<file path="config.mk">
export PLATFORM = sky130hd
export DESIGN_NAME = bz_flit_deserializer
export DESIGN_NICKNAME = d
export VERILOG_FILES = /design/src/rtl/bz_flit_deserializer.sv
export SDC_FILE = /design/constraint.sdc
export NUM_CORES = 1
export LEC_CHECK = 0
export ABC_CLOCK_PERIOD_IN_PS = 2200
export CORE_UTILIZATION = 50
export DETAILED_ROUTE_END_ITERATION = 10
export PLACE_DENSITY_LB_ADDON = 0.1
export SYNTH_ARGS = -nofsm -noshare
export SYNTH_HDL_FRONTEND = slang
export SYNTH_SLANG_ARGS = --single-unit
export TNS_END_PERCENT = 100
</file>
<file path="constraint.sdc">
create_clock -name clk -period 2.2 [get_ports clk]
set_input_delay 0.22 -clock clk [delete_from_list [all_inputs] [get_ports clk]]
set_output_delay 0.22 -clock clk [all_outputs]
set_load 0.03 [all_outputs]
</file>
<file path="src/rtl/bz_flit_deserializer.sv">
// Flit-to-word deserializer: pops tail-marked flits from a show-ahead FIFO, drops the optional
// header, packs NFlits payloads MSB-first into one core word and offers it on a valid/ack channel.
module bz_flit_deserializer #(
    parameter int NFlitData = 10,
    parameter int NFlits    = 3,
    parameter int NOut      = 32,
    parameter int HasHeader = 1,
    parameter int NErr      = 16
) (
    input  logic                 clk,
    input  logic                 reset,
    input  logic                 isempty,
    input  logic [NFlitData:0]   data_in,
    output logic                 rdreq,
    output logic [NOut-1:0]      PC_out_channel_d,
    output logic                 PC_out_channel_v,
    input  logic                 PC_out_channel_a,
    output logic [NErr-1:0]      err_count,
    output logic                 dbg_state
);
    localparam int NWord = NFlits * NFlitData;
    localparam int CntW  = (NFlits > 1) ? $clog2(NFlits) : 1;
    localparam logic [CntW-1:0] CntLast = CntW'(NFlits - 1);

    typedef enum logic { S_HEAD = 1'b0, S_COLLECT = 1'b1 } state_t;
    localparam state_t StIdle = (HasHeader != 0) ? S_HEAD : S_COLLECT;

    if (NOut < NWord) begin : g_bad_width
        $error("bz_flit_deserializer: NOut must be >= NFlits*NFlitData");
    end

    state_t            state;
    logic [CntW-1:0]   cnt;
    logic [NWord-1:0]  asm_q;
    logic [NWord-1:0]  asm_next;
    logic              tail;
    logic [NFlitData-1:0] payload;
    logic              last_flit;
    logic              can_accept;

    assign tail      = data_in[NFlitData];
    assign payload   = data_in[NFlitData-1:0];
    assign last_flit = (state == S_COLLECT) && (cnt == CntLast);

    // Channel: a word transfers on any edge with v=1 and a=1; v/d hold until then, a is ignored
    // while v=0. The final flit of a word is only popped once the output register is free.
    assign can_accept = !last_flit || !PC_out_channel_v || PC_out_channel_a;
    assign rdreq      = can_accept && !isempty && !reset;
    assign dbg_state  = state;

    // Place the current payload in its slot; on the final flit this yields the complete word.
    always_comb begin
        asm_next = asm_q;
        for (int k = 0; k < NFlits; k++) begin
            if (cnt == CntW'(k)) begin
                asm_next[(NFlits-k)*NFlitData-1 -: NFlitData] = payload;
            end
        end
    end

    always_ff @(posedge clk) begin
        if (reset) begin
            state            <= StIdle;
            cnt              <= '0;
            asm_q            <= '0;
            PC_out_channel_d <= '0;
            PC_out_channel_v <= 1'b0;
            err_count        <= '0;
        end else begin
            if (PC_out_channel_v && PC_out_channel_a) begin
                PC_out_channel_v <= 1'b0;
            end
            if (rdreq) begin
                if (state == S_HEAD) begin
                    // A tail on the header is an empty packet; stay and wait for the next header.
                    if (!tail) begin
                        state <= S_COLLECT;
                    end
                end else if (cnt != CntLast) begin
                    if (tail) begin
                        if (err_count != '1) begin
                            err_count <= err_count + 1'b1;
                        end
                        cnt   <= '0;
                        asm_q <= '0;
                        state <= StIdle;
                    end else begin
                        asm_q <= asm_next;
                        cnt   <= cnt + 1'b1;
                    end
                end else begin
                    PC_out_channel_d <= NOut'(asm_next);
                    PC_out_channel_v <= 1'b1;
                    cnt              <= '0;
                    asm_q            <= '0;
                    if (tail) begin
                        state <= StIdle;
                    end
                end
            end
        end
    end
endmodule

</file>
# ---- Word level (Yosys, flattened, before mapping)
# Cells that the tools add are included.
dict set report word_totals {
  register_bits 80
  in_bits 15
  wordCells 39
}
dict set report classes {
  addsub 2
  eq_ne 4
  mux 12
  bitwise_logic 1
  n_reduce_logical 14
}
# operator count
set op_table {}
lappend op_table {{two-way mux 30 bit} 2}
lappend op_table {{two-way mux 10 bit} 3}
lappend op_table {{adder 16 x 1 -> 16 bit, second input constant} 1}
lappend op_table {{!= test 16 bit, second input constant} 1}
lappend op_table {{two-way mux 1 bit} 5}
lappend op_table {{AND reduction 5 bit} 1}
lappend op_table {{logical AND 1 bit} 4}
lappend op_table {{zero test 1 bit} 4}
lappend op_table {{two-way mux 2 bit} 2}
lappend op_table {{AND reduction 3 bit} 1}
lappend op_table {{adder 2 x 1 -> 2 bit, second input constant} 1}
lappend op_table {{equality test 2 x 1 -> 1 bit, second input constant} 1}
lappend op_table {{equality test 2 bit, second input constant} 1}
lappend op_table {{zero test 2 bit} 1}
lappend op_table {{logical OR 1 bit} 2}
lappend op_table {{!= test 2 bit, second input constant} 1}
lappend op_table {{AND reduction 2 bit} 1}
lappend op_table {{NOT 1 bit} 1}

# ---- Depth between registers and ports, before layout
# Gate-level depths: netlist (run 1).
dict set report depth {
  ltp_word 8
  ltp_mapped 7
  ltp_nobuf 6
}

# ---- Worst setup path before layout (run 1)
# No wires, ideal clock.
dict set report synth_timing {
  kind {register to register}
  from {register err_count[0]}
  to {register err_count[12]}
  setup_ps 123
  t_arrival_ps 1863
  required_time_ps 2077
  slack_ps 214
  stages_incl_launch_ff 6
  cell_sequence {dfxtp_1 -> ha_1 -> and4_1 -> nand3_2 -> a2111oi_2 -> mux2_1}
}
dict set report synth_via {
  elab_chain_len 2
}
# item line_no
set synth_lines {}
lappend synth_lines {{start: declaration} 18} ;# output logic [NErr-1:0] err_count,
lappend synth_lines {{start signal: assignment} 82} ;# err_count <= err_count + 1'b1;
lappend synth_lines {{parallel branches: the longest is 2 deep, another holds adder 16 x 1 -> 16 bit} -}
# Several ways; the timed one is not identified.
# A chain may end at the register's enable or synchronous reset.

# ---- Final worst setup path (run 1)
dict set report layout_timing {
  from {register cnt[0]}
  to {output port rdreq}
}
dict set report layout_via {
  elab_chain_len 7
}
# item line_no
set layout_lines {}
lappend layout_lines {{start: declaration} 33} ;# logic [CntW-1:0] cnt;
lappend layout_lines {{start signal: assignment} 89} ;# cnt <= cnt + 1'b1;
lappend layout_lines {{equality test 2 bit} 43} ;# assign last_flit = (state == S_COLLECT) && (cnt == CntLast);
lappend layout_lines {{logical AND 1 bit} 43}
lappend layout_lines {{zero test 1 bit} 47} ;# assign can_accept = !last_flit || !PC_out_channel_v || PC_out_channel_a;
lappend layout_lines {{logical OR 1 bit (2 in series)} 47}
lappend layout_lines {{logical AND 1 bit (2 in series)} 48} ;# assign rdreq = can_accept && !isempty && !reset;
lappend layout_lines {{end: declaration} 14} ;# output logic rdreq,
# Every way passes these cells.

==> results of run 1 <==
## layer usage
metal	vias up	routed length [um]	share of wire (%)
li1	1308	-	-
met3	18	304	4.5
met2	66	3350	50
met5	-	0	0
met4	0	175	2.6
met1	1250	2910	43
## cells in the final DEF (no fill, tap or decap), drive strengths merged, types with 5 or more instances in the layout
cell type / count
or4: 6
a211oi: 21
nand3: 9
o21ai: 5
buf: 11
a21oi: 22
inv: 8
nand4: 5
dfxtp: 70
mux2i: 40
clkdlybuf4s50: 61
nand2: 28
and4: 6
o31ai: 6
clkbuf: 10
nor2: 45
## kinds of logic (layout without fill, tap and decap cells)
family / count (synthesis) / in the layout / synth area share, %
XOR/XNOR: 1 / 1 / 0.287
AO/OA/AOI/OAI: 67 / 67 / 14.9
multiplexers: 41 / 41 / 13.5
AND/OR/NAND/NOR: 115 / 115 / 19.2
adder cells (fa/ha/maj): 4 / 4 / 1.64
buffers and inverters: 30 / 96 / 4.63
flip-flops: 70 / 70 / 45.8
other: 1 / 2 / 0.123
## stage by stage
step	instance area (um^2)	worst slack [ns]	instances
2_1_floorplan	3060	0.214	330
3_3_place_gp	3770	0.105	456
3_5_place_dp	3770	0.0670	456
4_1_cts	3920	0.159	471
5_1_grt	3920	0.0850	471
6_report	3920	0.181	471
## flip-flops by register name, indices dropped and copies added (netlist names)
register,count
PC_out_channel_d,30
PC_out_channel_v,1
asm_q,20
cnt,2
dbg_state,1
err_count,16
## layout make-up
type	instances	area, um^2
Fill cell	504	2000
Multi-Input combinational cell	230	1520
Sequential cell	70	1400
Timing Repair Buffer	73	724
Clock buffer	10	128
Tap cell	75	93.8
Inverter	8	30.0
Clock inverter	5	27.5
## power groups by stage
stage | Sequential, uW | Combinational, uW | Clock (uW)
after floorplan | 1310 | 66.9 | 0
after global placement | 1300 | 129 | 0
after detailed placement | 1300 | 131 | 0
after CTS | 1270 | 131 | 887
after global routing | 1270 | 139 | 931
final | 1270 | 130 | 864
## worst min-delay path by stage
| stage | from | endpoint |
|---|---|---|
| after floorplan | data_in[0] | PC_out_channel_d[0] |
| after global placement | PC_out_channel_d[1] | PC_out_channel_d[1] |
| after detailed placement | PC_out_channel_d[6] | PC_out_channel_d[6] |
| after CTS | reset | dbg_state |
| after global routing | reset | PC_out_channel_d[22] |
| final | reset | dbg_state |
==> impl_results.md, run 1 <==
- CP max stage cell: dlygate4sd2_1
- CP Cell Sequence: inv_1, ha_1, inv_1, nor2_1, a211oi_1, dlygate4sd2_1
- DR pass1 iterations: 4
- Critical Path Stages: 6
- Detailed Route WL: 6740 um
- CP Launch Type: flop
- EDFF count, synth: 0
- P_sw: 547 uW
- Int Power: 1720 uW
- First-pass GRT wire length: between 10000 and 15000 um
- Final total power: 2270 uW
- Total setup buffers inserted after CTS: 0
- Crit path kind: flop to output port
- # diodes: 0
- Most Used Layer, Global Route: met2
- Placer Congestion: 0.884
- Tmin final: about 2 ns
- DR vias/cell: around 5.6
- Max VDD drop: about 0.37 mV
- Wire per inst: 14.3 um
- Nets: roughly 410
- RSZ-0062 raised after global routing: false
- Die area: about 6400 um^2
- WHS: ~0.25 ns
- PwrDens: just under 600 nW/um^2
- Vias in the first global route: around 2500
- Final Setup Violations: 0
- Maximum capacitance violations: 0
- Rows: 28
- Initial antenna violation count: 0
- Die span in y: approximately 80 um
- Highest clock rate: approximately 0.50 GHz
- Sw Share: 24.1%
- R2r worst-path depth: 7
- Max incr delay on CP: roughly 0.44 ns
- Hold-fix buffers at CTS: 0
- Outcome: finished clean
- Remaining DRCs: 0
- Iteration-0 DRC Markers: approximately 110
- Max_slew headroom: between 50% and 60%
- Final hold vios: 0
- CP Data Arrival Time: 1.80 ns
- GRT Total Usage: a little under a quarter
- Setup crit end kind: output port
- Via Count: about 2600
- Distinct cell type count after synthesis: 44
- Crit path buffers/inverters: 3
- Worst-margin pin slew: ~0.66 ns
- Slew Viols, Final: 0
- Met3 Resource Use GR: ~5%
- Mean Syn Cell Area: ~9.3 um^2
- CP max FO: 6
- Largest net degree at the start of global routing: between 50 and 60
- Area delta synth->final: 28.3%
- CTS tree: yes
- RR Startpoint: cnt[0]
- HPWL after DPL: around 4700 um
- Yosys top cell by area: dfxtp_1
- H-tree depth: 3
- Post-CTS sizing: 1
- CTS sink cnt: 70
- Overflow after GRT: 0
- Most common cell in the netlist: dfxtp_1
- Antenna-violating nets left: 0
- Crit path capture: rdreq
- Most used cell, CP: inv_1
- M2 GR Usage: between 30% and 40%
- Share of layout cells above drive strength 1: under 10%
- Sequential share of power: approximately 56%
- Worst clock skew: approximately 0.007 ns
- Reg2reg end: err_count[11]
- Final core utilization: 66.3%
- Ys Warns: 0
- CP startpoint: cnt[0]
- Port Buf Inserts: 63
- Hold/Removal Path Class: input port to flop
- Power share of the combinational group: around 5.7%
- Worst Hold Depth: 2
- Initial Utilization: 51.6%
- Max Root-Sink Buffers: 2
- Largest cells by area after synthesis: dfxtp_1, mux2i_1, nor2_1, a211oi_1, a21oi_1
- Ys async rst share: 0%
- Clock power share: between 30% and 40%
- Post-synthesis sequential area ratio: between 40% and 50%
- Ys flop type: dfxtp_1
- Period utilization: between 90% and 100%
- Worst path required time: roughly 2.0 ns
- Met1 global-route usage: 25.1%
- Seq cells post-synth: 70
- Inserted Clock Buffers: 9
- Syn Std Cell Area: roughly 3000 um^2
- Die width: about 80 um
- Post-synth top area share: between 40% and 50%
- Crit-path leading delay family: buffers and inverters
- Mapped Cells: between 300 and 400
- CORE AREA: 5920 um^2
- Clk_lat worst skew: 0.34 ns
- I/O Pins: 66
- Setup TNS: 0 ns
- Clk slew on worst S/H paths: about 0.070 ns
- Synth top cells by count: dfxtp_1, nor2_1, mux2i_1
- Root buf cell: clkbuf_8
- R2R setup slack: 0.27 ns
- Static leakage: approximately 0.0015 uW
No activity file was read; power rests on OpenSTA's default activity.
==> inputs of run 2 (changes only) <==
- CELL_PAD_IN_SITES_DETAIL_PLACEMENT: unset -> 0
- CELL_PAD_IN_SITES_GLOBAL_PLACEMENT: unset -> 1
- CORE_UTILIZATION: 50 -> 38
- HOLD_SLACK_MARGIN: unset -> 0.1
==> run 2 against run 1 <==
  * Cell area increased by 3.0%
  * Largest cell class unchanged
  * Worst hold slack improved by 0.058 ns
  * Total power increased by 13%
  * Register-to-register slack got worse by 0.02 ns
  * Worst setup slack improved by 0.011 ns
  * Flip-flop and latch count unchanged
  * Critical path type unchanged
  * Highest routed layer unchanged
  * Combinational power about the same
==> impl_results.md, run 2 (synthesized netlist as in run 1, its figures left out) <==
- I/O Pins: 66 (unchanged)
- Inserted Clock Buffers: 9 (unchanged)
- PwrDens: 634 nW/um^2 (was 578 nW/um^2)
- H-tree depth: 3 (unchanged)
- Clk slew on worst S/H paths: 0.07 ns (about the same)
- Via Count: 2588 (was 2642)
- Crit path kind: flop to output port (unchanged)
- CP startpoint: cnt[0] (unchanged)
- Reg2reg end: err_count[9] (was err_count[11])
- CTS sink cnt: 70 (unchanged)
- R2R setup slack: 0.25 ns (was 0.27 ns)
- CP max stage cell: dlygate4sd2_1 (unchanged)
- Reg with most FFs: PC_out_channel_d (unchanged)
- Maximum capacitance violations: 0 (unchanged)
- Final total power: 2560 uW (was 2270 uW)
- Wire per inst: 14.0 um (was 14.3 um)
- Max Root-Sink Buffers: 2 (unchanged)
- Remaining DRCs: 0 (unchanged)
- Root buf cell: clkbuf_8 (unchanged)
- Final core utilization: 52.0% (was 66.3%)
- Max_slew headroom: 51.8% (was 55.9%)
- Number of fill cells: 757 (was 504)
- Setup TNS: 0 ns (unchanged)
- Static leakage: 0.00151 uW (was 0.00148 uW)
- Outcome: finished clean (unchanged)
- Die width: 91.7 um (was 80.2 um)
- CP Launch Type: flop (unchanged)
- Total setup buffers inserted after CTS: 0 (unchanged)
- Period utilization: 91.3% (was 91.8%)
- Initial Utilization: 39.4% (was 51.6%)
- Die area: 8410 um^2 (was 6430 um^2)
- Most common cell after layout, fill and taps aside: dfxtp_1 (unchanged)
- GRT Total Usage: 17.8% (was 22.6%)
- Nets: 413 (was 411)
- Largest registers: PC_out_channel_d (30), asm_q (20), err_count (16) (unchanged)
- Hold-fix buffers at CTS: 0 (unchanged)
- Area delta synth->final: 32.1% (was 28.3%)
- Tmin final: 2.01 ns (was 2.02 ns)
- Post-CTS sizing: 1 (unchanged)
- Max VDD drop: 0.545 mV (was 0.366 mV)
- Iteration-0 DRC Markers: 50 (was 107)
- Die span in y: 91.7 um (was 80.2 um)
- Initial antenna violation count: 0 (unchanged)
- Worst clock skew: 0.00537 ns (was 0.00721 ns)
- R2r worst-path depth: 7 (unchanged)
- Detailed Route WL: 7040 um (was 6740 um)
- Placer Congestion: 0.788 (was 0.884)
- Share of layout cells above drive strength 1: 9.02% (was 8.08%)
- Port Buf Inserts: 63 (unchanged)
- Slew Viols, Final: 0 (unchanged)
- Worst-margin pin slew: 0.716 ns (was 0.656 ns)
- Antenna-violating nets left: 0 (unchanged)
- Crit path capture: rdreq (unchanged)
- HPWL after DPL: 4780 um (was 4670 um)
- Highest clock rate: 0.498 GHz (was 0.495 GHz)
- Hold/Removal Path Class: input port to flop (unchanged)
- RR Startpoint: cnt[0] (unchanged)
- Largest net degree at the start of global routing: 51 (unchanged)
- Setup crit end kind: output port (unchanged)
- CP max FO: 6 (unchanged)
- CTS tree: yes (unchanged)
- CP Data Arrival Time: 1.79 ns (was 1.80 ns)
- Overflow after GRT: 0 (unchanged)
- Final hold vios: 0 (unchanged)
- Clk_lat worst skew: 0.34 ns (about the same)
- Rows: 32 (was 28)
- First-pass GRT wire length: 11600 um (was 11000 um)
- RSZ-0062 raised after global routing: false (unchanged)
- Max incr delay on CP: 0.42 ns (was 0.44 ns)
- CORE AREA: 7770 um^2 (was 5920 um^2)
- Most frequent cells in the layout: dfxtp_1, clkdlybuf4s50_1, nor2_1 (unchanged)
- Most used cell, CP: inv_1 (unchanged)
- CP Cell Sequence: inv_1, ha_1, inv_1, nor2_1, a211oi_1, dlygate4sd2_1 (unchanged)
- # diodes: 0 (unchanged)
- Worst path required time: 1.98 ns (about the same)
- DR pass1 iterations: 4 (unchanged)
- Max reg flops: 30 (unchanged)
- DR vias/cell: 5.17 (was 5.61)
- Final Setup Violations: 0 (unchanged)
- Vias in the first global route: 2410 (was 2473)
==> run 2: changes by cell type in the layout (fill, tap and decap cells not counted), sizes merged <==
cell      delta
buf          +2
bufinv       +2
clkinv       -2
clkinvlp     +1
==> run 2: stage by stage <==
step           area (um^2)  std cells  hold slack (ns)  setup slack (ns)
6_report              4040        501            0.304             0.192
5_1_grt               4040        501            0.320            0.0793
4_1_cts               4040        501            0.298             0.165
3_5_place_dp          3820        485            0.446             0.168
3_3_place_gp          3820        485            0.443             0.197
2_1_floorplan         3060        330            0.356             0.214
==> run 2: layout make-up <==
cell class,instances,area (um^2),area share (%)
Clock buffer,10,138,3.41
Clock inverter,6,85.1,2.11
Inverter,8,30.0,0.743
Multi-Input combinational cell,230,1520,37.6
Sequential cell,70,1400,34.7
Tap cell,102,128,3.16
Timing Repair Buffer,75,739,18.3
==> run 2: layer usage <==
layer  GRT usage (%)  share of wire (%)  routed length (um)  vias up
li1                -                  -                   -     1318
met1            21.0                 45                3140     1203
met2            29.9                 48                3360       53
met3            5.22                5.4                 377       14
met4            7.94                2.3                 161        0
met5               0                  0                   0        -
==> run 2: how the worst min path moves through the flow <==
stage,from,slack (ns),cells after the start,to
global route,reset,0.32,3,err_count[13]
global placement,PC_out_channel_d[4],0.44,2,PC_out_channel_d[4]
CTS,reset,0.30,3,err_count[13]
floorplan,data_in[0],0.36,2,PC_out_channel_d[0]
finish,reset,0.30,3,err_count[13]
detailed placement,PC_out_channel_d[2],0.45,2,PC_out_channel_d[2]
==> run 2: critical path, delay by kind of cell (launching register included) <==
kind                     cells  cell delay [ns]
AND/OR/NAND/NOR              1             0.05
flip-flops                   1             0.34
buffers and inverters        3             0.58
AO/OA/AOI/OAI                1             0.20
adder cells (fa/ha/maj)      1             0.28
==> run 2: report_power, final <==
group | switching, uW | total [uW] | internal, uW | leakage (uW)
registers | 3.13 | 1270 | 1270 | 0.000564
logic | 75.4 | 130 | 54.9 | 0.000840
clock network | 493 | 1160 | 665 | 0.000108
total | 572 | 2560 | 1990 | 0.00151
==> inputs of run 3 (changes only) <==
- CORE_MARGIN: unset -> 4
- HOLD_SLACK_MARGIN: 0.1 -> 0.08
- RECOVER_POWER: unset -> 50
==> run 3 against run 2 <==
  * Sequential power barely moved
  * Register-to-register slack got worse by 0.08 ns
  * Sequential share of layout area is 0.18 points lower
  * Wire length grew 4.6%
  * Die area increased by 14%
  * Clock skew up 0.0028 ns
  * Count of clock-buffer cells in the layout is 1 higher
  * Non-clock buffer count is 2 higher
  * Largest power group unchanged
  * Highest routed layer unchanged
==> impl_results.md, run 3 (synthesized netlist as in run 1, its figures left out) <==
- Maximum capacitance violations: 0 (unchanged)
- Pre-CTS setup slack: 0.134 ns (was 0.168 ns)
- Die span in y: 97.7 um (was 91.7 um)
- Total setup buffers inserted after CTS: 0 (unchanged)
- Via Count: 2604 (was 2588)
- Nets: 415 (was 413)
- Final total power: 2590 uW (was 2560 uW)
- Hold/Removal Path Class: input port to flop (unchanged)
- Root buf cell: clkbuf_8 (unchanged)
- Slew Viols, Final: 0 (unchanged)
- Setup crit end kind: flop (was output port)
- CTS sink cnt: 70 (unchanged)
- CP Launch Type: flop (unchanged)
- RR Startpoint: cnt[0] (unchanged)
- Setup ws final: 0.165 ns (was 0.192 ns)
- CP Data Arrival Time: 2.30 ns (was 1.79 ns)
- WHS: 0.323 ns (was 0.304 ns)
- GRT Total Usage: 16.1% (was 17.8%)
- Antenna-violating nets left: 0 (unchanged)
- CORE AREA: 7770 um^2 (unchanged)
- I/O Pins: 66 (unchanged)
- Tmin final: 2.03 ns (was 2.01 ns)
- Clk slew on worst S/H paths: 0.07 ns (about the same)
- Share of layout cells above drive strength 1: 9.23% (was 9.02%)
- First-pass GRT wire length: 12500 um (was 11600 um)
- Inserted Clock Buffers: 9 (unchanged)
- RSZ-0062 raised after global routing: false (unchanged)
- Most common cell after layout, fill and taps aside: dfxtp_1 (unchanged)
- Most frequent cells in the layout: dfxtp_1, nor2_1, dlygate4sd3_1 (was dfxtp_1, clkdlybuf4s50_1, nor2_1)
- Port Buf Inserts: 63 (unchanged)
- Final hold vios: 0 (unchanged)
- Design Area, Final: 4060 um^2 (was 4040 um^2)
- Worst-margin pin slew: 0.514 ns (was 0.716 ns)
- Largest registers: PC_out_channel_d (30), asm_q (20), err_count (16) (unchanged)
- CP startpoint: cnt[0] (unchanged)
- H-tree depth: 3 (unchanged)
- Highest clock rate: 0.491 GHz (was 0.498 GHz)
- Die area: 9540 um^2 (was 8410 um^2)
- Max reg flops: 30 (unchanged)
- Initial antenna violation count: 0 (unchanged)
- CP max FO: 12 (was 6)
- Overflow after GRT: 0 (unchanged)
- Worst path required time: 2.46 ns (was 1.98 ns)
- Max Root-Sink Buffers: 2 (unchanged)
- Placer Congestion: 0.889 (was 0.788)
- Iteration-0 DRC Markers: 55 (was 50)
- Placement Cell Area: 3830 um^2 (was 3820 um^2)
- Die width: 97.7 um (was 91.7 um)
- Area delta synth->final: 32.8% (was 32.1%)
- Clk_lat worst skew: 0.34 ns (about the same)
- CTS tree: yes (unchanged)
- # diodes: 0 (unchanged)
- Period utilization: 92.5% (was 91.3%)
- PwrDens: 638 nW/um^2 (was 634 nW/um^2)
- Hold Path Origin: reset (unchanged)
- Max VDD drop: 0.389 mV (was 0.545 mV)
- Outcome: finished clean (unchanged)
- Reg with most FFs: PC_out_channel_d (unchanged)
- HPWL after DPL: 5080 um (was 4780 um)
- Wire per inst: 14.6 um (was 14.0 um)
- Setup TNS: 0 ns (unchanged)
- DR pass1 iterations: 4 (unchanged)
- Rows: 32 (unchanged)
- Remaining DRCs: 0 (unchanged)
- Max_slew headroom: 65.7% (was 51.8%)
- Static leakage: 0.00167 uW (was 0.00151 uW)
- Initial Utilization: 39.4% (unchanged)
- Largest net degree at the start of global routing: 51 (unchanged)
- Vias in the first global route: 2538 (was 2410)
- Detailed Route WL: 7370 um (was 7040 um)
- Worst clock skew: 0.00820 ns (was 0.00537 ns)
- DR vias/cell: 5.18 (was 5.17)
- Final Setup Violations: 0 (unchanged)
- Crit path kind: flop to flop (was flop to output port)
run 3: cell types whose count changed in the layout (fill, tap and decap cells not counted), sizes merged:
cell	before	now
clkbuf	10	12
clkdlybuf4s50	61	20
dlygate4sd3	0	41
buf	13	14
clkinvlp	2	1
run 3: power breakdown:
group	leakage [uW]	internal (uW)	switching [uW]
Sequential	0.000564	1270	3.11
Clock	0.000116	701	488
Combinational	0.000992	54.2	75.2
run 3: worst max-delay path, cell delays in order, from the launching register on:
cell and delay, ns:
dfxtp_1 0.34, inv_1 0.09, ha_1 0.30, nor2b_1 0.22
buf_4 0.17, nand4_4 0.17, or4_1 0.52, a21oi_1 0.17
run 3: area by class of cell:
| class | count | area, um^2 |
|---|---|---|
| Sequential cell | 70 | 1400 |
| Clock inverter | 5 | 81.3 |
| Inverter | 8 | 30.0 |
| Timing Repair Buffer | 77 | 751 |
| Clock buffer | 11 | 151 |
| Multi-Input combinational cell | 230 | 1520 |
| Fill cell | 766 | 3710 |
| Tap cell | 102 | 128 |
run 3: routing by layer:
metal | up-vias | share of wire, % | track usage [%] | wire (um)
met5 | - | 0 | 0 | 0
met1 | 1217 | 46 | 20.3 | 3370
met3 | 13 | 5.3 | 3.37 | 392
li1 | 1314 | - | - | -
met2 | 60 | 47 | 26.5 | 3430
met4 | 0 | 2.3 | 7.03 | 171
run 3: repair_timing:
action                                  in CTS  in global routing
hold buffers                                 0                  0
gates resized for setup                      1                  0
endpoints found under the setup margin       1                  0
run 3: through the flow:
step	cells	utilization [%]
4_1_cts	503	52.3
2_1_floorplan	330	-
3_3_place_gp	487	49.3
6_report	503	52.3
3_5_place_dp	487	49.3
5_1_grt	503	52.3
run 3: path summary, 6_finish.rpt:
kind | end | slack, ns | cells past startpoint
setup / recovery | err_count[11] | 0.17 | 7
hold / removal | err_count[13] | 0.32 | 3
setup reg to reg | err_count[11] | 0.17 | 7
hold reg to reg | PC_out_channel_d[5] | 0.46 | 2
